<file path="src/rtl/seg_scan_driver.sv">
// Time-multiplexed 8-digit 7-segment driver: scans both players' digits onto a
// shared segment bus with per-slot dead time, per-player blink and a colon DP.
module seg_scan_driver #(
  parameter int unsigned SCAN_DIV       = 1000,
  parameter int unsigned BLANK_CYC      = 50,
  parameter int unsigned BLINK_DIV      = 25000000,
  parameter bit          SEG_ACTIVE_LOW = 1'b1,
  parameter logic [7:0]  DP_MASK        = 8'b01000100
) (
  input  logic       CLK,
  input  logic       CLR,
  input  logic       CE,
  input  logic [6:0] seg0_0,
  input  logic [6:0] seg0_1,
  input  logic [6:0] seg0_2,
  input  logic [6:0] seg0_3,
  input  logic [6:0] seg1_0,
  input  logic [6:0] seg1_1,
  input  logic [6:0] seg1_2,
  input  logic [6:0] seg1_3,
  input  logic       BLINK_P1,
  input  logic       BLINK_P2,
  input  logic       COLON_EN,
  output logic [6:0] SEG,
  output logic       DP,
  output logic [7:0] AN
);

  localparam int CNT_W = (SCAN_DIV > 1) ? $clog2(SCAN_DIV) : 1;
  localparam int BLK_W = (BLINK_DIV > 1) ? $clog2(BLINK_DIV) : 1;

  localparam logic [CNT_W-1:0] CNT_LAST  = CNT_W'(SCAN_DIV - 1);
  localparam logic [CNT_W-1:0] CNT_BLANK = CNT_W'(BLANK_CYC);
  localparam logic [BLK_W-1:0] BLK_LAST  = BLK_W'(BLINK_DIV - 1);
  localparam logic [6:0]       SEG_OFF   = SEG_ACTIVE_LOW ? 7'h7F : 7'h00;

  logic [CNT_W-1:0] cnt_q, cnt_d;
  logic [2:0]       idx_q, idx_d;
  logic [6:0]       snap_q, snap_d;
  logic [BLK_W-1:0] blink_cnt_q, blink_cnt_d;
  logic             phase_q, phase_d;
  logic [7:0]       an_q, an_d;
  logic [6:0]       seg_q, seg_d;
  logic             dp_q, dp_d;

  logic [6:0] in_sel;
  logic       in_blank;
  logic       suppress;

  always_comb begin
    in_sel = seg1_3;
    case (idx_q)
      3'd0:    in_sel = seg0_0;
      3'd1:    in_sel = seg0_1;
      3'd2:    in_sel = seg0_2;
      3'd3:    in_sel = seg0_3;
      3'd4:    in_sel = seg1_0;
      3'd5:    in_sel = seg1_1;
      3'd6:    in_sel = seg1_2;
      default: in_sel = seg1_3;
    endcase
  end

  assign in_blank = (cnt_q < CNT_BLANK);
  // Blink suppression reads BLINK_Px live so release is seen at the next update.
  assign suppress = phase_q & (idx_q[2] ? BLINK_P2 : BLINK_P1);

  always_comb begin
    cnt_d       = cnt_q;
    idx_d       = idx_q;
    blink_cnt_d = blink_cnt_q;
    phase_d     = phase_q;
    if (CE) begin
      if (cnt_q == CNT_LAST) begin
        cnt_d = '0;
        idx_d = idx_q + 3'd1;
      end else begin
        cnt_d = cnt_q + CNT_W'(1);
      end
      if (blink_cnt_q == BLK_LAST) begin
        blink_cnt_d = '0;
        phase_d     = ~phase_q;
      end else begin
        blink_cnt_d = blink_cnt_q + BLK_W'(1);
      end
    end
  end

  // The snapshot keeps tracking the selected input through dead time, even with CE low.
  always_comb begin
    snap_d = in_blank ? in_sel : snap_q;
  end

  always_comb begin
    an_d  = 8'hFF;
    seg_d = SEG_OFF;
    dp_d  = 1'b1;
    if (!in_blank && !suppress) begin
      an_d  = ~(8'h01 << idx_q);
      seg_d = snap_q;
      dp_d  = ~(COLON_EN & DP_MASK[idx_q]);
    end
  end

  always_ff @(posedge CLK or negedge CLR) begin
    if (!CLR) begin
      cnt_q       <= '0;
      idx_q       <= '0;
      snap_q      <= SEG_OFF;
      blink_cnt_q <= '0;
      phase_q     <= 1'b0;
      an_q        <= 8'hFF;
      seg_q       <= SEG_OFF;
      dp_q        <= 1'b1;
    end else begin
      cnt_q       <= cnt_d;
      idx_q       <= idx_d;
      snap_q      <= snap_d;
      blink_cnt_q <= blink_cnt_d;
      phase_q     <= phase_d;
      an_q        <= an_d;
      seg_q       <= seg_d;
      dp_q        <= dp_d;
    end
  end

  assign AN  = an_q;
  assign SEG = seg_q;
  assign DP  = dp_q;

endmodule

</file>
<file path="config.mk">
export PLATFORM = sky130hd
export DESIGN_NAME = seg_scan_driver
export DESIGN_NICKNAME = d
export VERILOG_FILES = /design/src/rtl/seg_scan_driver.sv
export SDC_FILE = /design/constraint.sdc
export NUM_CORES = 1
export LEC_CHECK = 0
export CAP_MARGIN = 20
export CORE_MARGIN = 5
export CORE_UTILIZATION = 35
export DETAILED_ROUTE_END_ITERATION = 6
export GPL_TIMING_DRIVEN = 0
export HOLD_SLACK_MARGIN = 0.03
export PLACE_DENSITY = 0.64
export SYNTH_ARGS = -nofsm -noshare
export SYNTH_HDL_FRONTEND = slang
export SYNTH_SLANG_ARGS = --single-unit
</file>
<file path="constraint.sdc">
create_clock -name CLK -period 5.6 [get_ports CLK]
set_input_delay 0.56 -clock CLK [delete_from_list [all_inputs] [get_ports CLK]]
set_output_delay 0.56 -clock CLK [all_outputs]
set_load 0.05 [all_outputs]
</file>
Word level (Yosys, flattened, before mapping) --
Memories as Yosys holds them, arrays and structs flattened. Index checks and enable logic that the tools add are counted.
Cells by class: add/sub/neg operators 3, multipliers 0, div/mod/pow operators 0, $lt $le $gt $ge 2, equality and inequality tests 8, shift operators 1, mux-type cells 8, bitwise logic cells 5, reduce and logical (&&, ||, !) cells 6
Operators with widths (count):
- $pmux W7 S7 | 1
- $add A25 B1 Y25 const B | 1
- $eq A25 B25 Y1 const B | 1
- $mux W25 | 1
- $add A10 B1 Y10 const B | 1
- $eq A10 B10 Y1 const B | 1
- $lt A10 B6 Y1 const B | 1
- $mux W10 | 1
- $eq A3 B3 Y1 const B | 3
- $mux W8 | 1
- $not A8 Y8 | 1
- $shl A1 B3 Y8 const A | 1
- $mux W7 | 1
- $eq A3 B2 Y1 const B | 2
- $lt A3 B4 Y1 const B | 1
- $reduce_and A2 Y1 | 2
- $add A3 B1 Y3 const B | 1
- $eq A3 B1 Y1 const B | 1
- $logic_not A3 Y1 | 1
- $mux W1 | 3
- $and A1 B1 Y1 | 2
- $logic_not A1 Y1 | 2
- $not A1 Y1 | 2
- $logic_and A1 B1 Y1 | 1
Word-level totals: flip-flop bits (word level) 62, latch bits 0, RAM bits 0, bits in read-only memories 8, output and inout port bits 16, memories 1
Memories:
- (name not given) | depth 8, width 1, read ports 1, clocked after Yosys merged registers in 0, write ports 0, RTL line 101 | dp_d = ~(COLON_EN & DP_MASK[idx_q]);

Logic depth before layout (Yosys ltp) --
depth after elaboration 5, gate-level depth with buffers 11

Worst setup path after synthesis --
OpenSTA, ideal clock, no wires.
kind reg2reg, from register idx_q[2], to register snap_q[0], library setup time 91 ps, arrival time 2439 ps, path slack 3070 ps, stages on the path, launching flop included 10, path buffers 4, clock period less this slack 2530 ps, cells stage by stage dfrtp_1 clkbuf_1 buf_2 buf_2 inv_1 ha_1 clkbuf_1 nor4_1 a2111oi_0 o31ai_1
Between the ends: longest elaborated chain between the ends 2, elaborated cells on any way between the ends 8, classes of those cells eq/ne (6); mux (1); reduce/logical (1)
RTL lines:
- start: declaration | RTL line 38 | logic [2:0] idx_q, idx_d;
- start signal: assignment | RTL line 117 | idx_q <= idx_d;
- $eq A3 B3 Y1, or another cell as far along | RTL line 52 | case (idx_q)
- $pmux W7 S7 * | RTL line 52
- end signal: assignment | RTL line 118 | snap_q <= snap_d;
- end: declaration | RTL line 39 | logic [6:0] snap_q, snap_d;
Mark *: on every way between the ends. The rest lies on a longest branch, timed or not. A chain may end at the register's enable or synchronous reset.

Worst setup path in the final report --
from register idx_q[2], to register snap_q[4]
The elaborated chain is that of the path after synthesis.

==> impl_metrics.toml <==
[cells_and_area]
finish.net_count = 470
layout_commonest_cell = "clkdlybuf4s50_1"
fin_area_um2 = 4320
final_util_pct = 49.0
antenna_cells = 0
drive_gt1_share_pct = 15.3
syn_to_final_growth_pct = 35.1
final_cell_mix = "75 x clkdlybuf4s50_1, 39 x dfrtp_1, 28 x nand2_1, 23 x dfstp_2, 19 x nand3_1"
final_cells = 513

[timing]
period_share_pct = 55.1
setup_tns_ns = 0
rsz0062_at_grt = "false"
worst_slew_pin_slew_ns = 0.810
slew_violations = 0
hold_slack_ns = 0.319
clock.fmax_mhz = 324
slew_headroom_pct = 46.0
setup_violations = 0
finClkSkew_ns = 0.00977
fin_crit_ns = 3.09
hold_violations = 0
worst_slack_ns = 2.51

[clock_tree]
cts_resized = 0
root_buffer = "clkbuf_8"
cts_tree = "built"
htreeDepth = 3
holdBufCountCts = 0
insertion_delay_ns = 0.33
numCtsBuffers = 9
postCtsSetupBuffers = 0
clk_pin_slew_worst_paths_ns = 0.07
clock-sinks = 62
clockBufferDepth = 2

[placement]
dp_hpwl_mm = 6.35
placed_cells = 496
port_buffers = 76
place_ws_ns = 2.17
post_dp_cell_area_um2 = 4110
gp_congestion = 0.800

[critical_path]
cp.required_ns = 5.87
max_stage_delay_ns = 0.50
path_delay_family = "buffers and inverters"
path_cells = "clkbuf_1 > buf_2 > buf_2 > inv_1 > ha_1 > clkbuf_1 > or4_1 > clkbuf_1 > nor2_1 > a211oi_1 > a21o_1"
worstPathArrival_ns = 3.35
endpoint_kind = "flop"
start_kind = "flop"
path_buf_inv = 6
cp_slowest_cell = "clkbuf_1"
cp_max_fo = 10
crit_top_cell = "clkbuf_1"
worst-setup-path-type = "flop to flop"

[grt]
grt_pass1_wl_mm = 13.7
grt_pass1_vias = 2743
grt_use_met1_pct = 19.5
gr-usage-met3_pct = 4.52
track_usage_pct = 15.4
met2_usage_pct = 25.8
grt_overflow = 0
antenna_found_initial = 0
busiest_layer = "met2"
grt_start_max_net_pins = 37

[power_and_ir_drop]
comb_power_share_pct = 17.2
clock_power_share_pct = 33.7
power.density_nw_per_um2 = 270
power_leakage_nw = 1.69
swShare_pct = 28.2
ir_drop_mv = 0.149
finalPower_mw = 1.17
switching_power_uw = 329
intPower_uw = 838
seq_power_share_pct = 49.1

[die]
chipWidth_um = 106
initial_utilization_pct = 36.3
ios = 78
die_h_um = 106
core_um2 = 8810
fp-row-count = 34
die_area_um2 = 11100

[logic_synthesis]
yosysUniqueCellTypes = 44
synth_area_per_cell_um2 = 10.3
synth_nets = 381
synth_area_um2 = 3200
async_flop_share_pct = 100
synthTopCellsByArea = "dfrtp_1 31%, dfstp_2 19%, xnor2_1 4.1%"
synth_largest_area_cell = "dfrtp_1"
synth_edf_count = 0
ys_seq_elements = 62
seq_area_frac_synth_pct = 49.4
synth_warnings = 0
synth_cells = 311
synth_top_area_share_pct = 30.5
synth_ff_type = "dfrtp_1"

[hold_path]
hold_class = "input port to asynchronous set/reset pin"

[drt]
routedWlPerCell_um = 16.1
drcViolationCount = 0
wl_mm = 8.28
drtIter0Drc = 93
ant_nets = 0
drt_pass1_iterations = 4
vias_per_cell = 5.28
via_count = 2710

[run]
drv_cap = 0

[run_status]
outcome = "finished clean"
[final cells by class]
cell class / instances / area, um^2
plain buffers: 18 / 81.3
clock buffers: 14 / 194
clock inverters: 2 / 12.5
fillers: 811 / 4490
inverters: 6 / 22.5
multi-input cells: 225 / 1510
flip-flops and latches: 62 / 1580
well taps: 108 / 135
repair buffers: 78 / 781
[power by group through the flow]
| stage | Sequential [mW] | Clock, mW | Combinational (mW) |
|---|---|---|---|
| after floorplan | 0.596 | 0 | 0.0885 |
| after global placement | 0.578 | 0 | 0.199 |
| after detailed placement | 0.579 | 0 | 0.204 |
| after CTS | 0.572 | 0.405 | 0.205 |
| after global routing | 0.581 | 0.426 | 0.223 |
| final | 0.573 | 0.393 | 0.201 |
[synth_stat cells, types with 2 or more instances]
library cell	number
dfrtp_1	39
nand2_1	28
dfstp_2	23
nand3_1	19
nor2_1	16
xnor2_1	15
a21oi_1	14
clkbuf_1	12
o21ai_0	10
mux2_2	9
nor3_1	9
o31ai_1	9
ha_1	8
nand2b_1	8
nand4_1	8
a221oi_1	7
a22oi_1	7
or4_1	7
inv_1	6
xor2_1	6
buf_2	5
and3_1	4
nor4_1	4
a2111oi_0	3
a21o_1	3
mux2i_1	3
o22ai_1	3
or3_1	3
a211oi_1	2
a221o_1	2
a32o_1	2
and4_1	2
nor4b_1	2
or3_2	2
or4_4	2
[per-layer routing]
layer / wire [um] / share of wire (%)
met1: 3730 / 45
met2: 4160 / 50
met3: 246 / 3.0
met4: 142 / 1.7
met5: 0 / 0
[registers in the layout, summed over array words and instances (netlist names)]
register and flops:
idx_q 3, DP 1, cnt_q 10, phase_q 1
AN 8, blink_cnt_q 25, SEG 7, snap_q 7
[cells by family (layout without fill, tap and decap cells)]
| kind of cell | count (synthesis) | in the layout | synth area share, % |
|---|---|---|---|
| AOI/OAI and AO/OA | 65 | 65 | 13.9 |
| xor gates and xnor gates | 21 | 21 | 5.75 |
| adders and majority gates | 8 | 8 | 3.13 |
| buffers and inverters | 24 | 118 | 3.25 |
| DFF | 62 | 62 | 49.4 |
| muxes | 12 | 12 | 4.11 |
| and+or+nand+nor | 119 | 119 | 20.4 |
[final timing paths]
path / cells past startpoint / slack [ns] / startpoint / to
worst max register to register: 11 / 2.51 / idx_q[2]$_DFFE_PN0P_ / snap_q[4]$_DFFE_PN1N_
worst min register to register: 2 / 0.47 / snap_q[6]$_DFFE_PN1N_ / snap_q[6]$_DFFE_PN1N_
worst min-delay path: 1 / 0.32 / CLR / cnt_q[3]$_DFFE_PN0P_
min in group CLK: 2 / 0.47 / snap_q[6]$_DFFE_PN1N_ / snap_q[6]$_DFFE_PN1N_
worst max-delay path: 11 / 2.51 / idx_q[2]$_DFFE_PN0P_ / snap_q[4]$_DFFE_PN1N_
max in group asynchronous: 2 / 4.58 / CLR / SEG[6]$_DFF_PN1_
(Power assumes the default switching activity.)
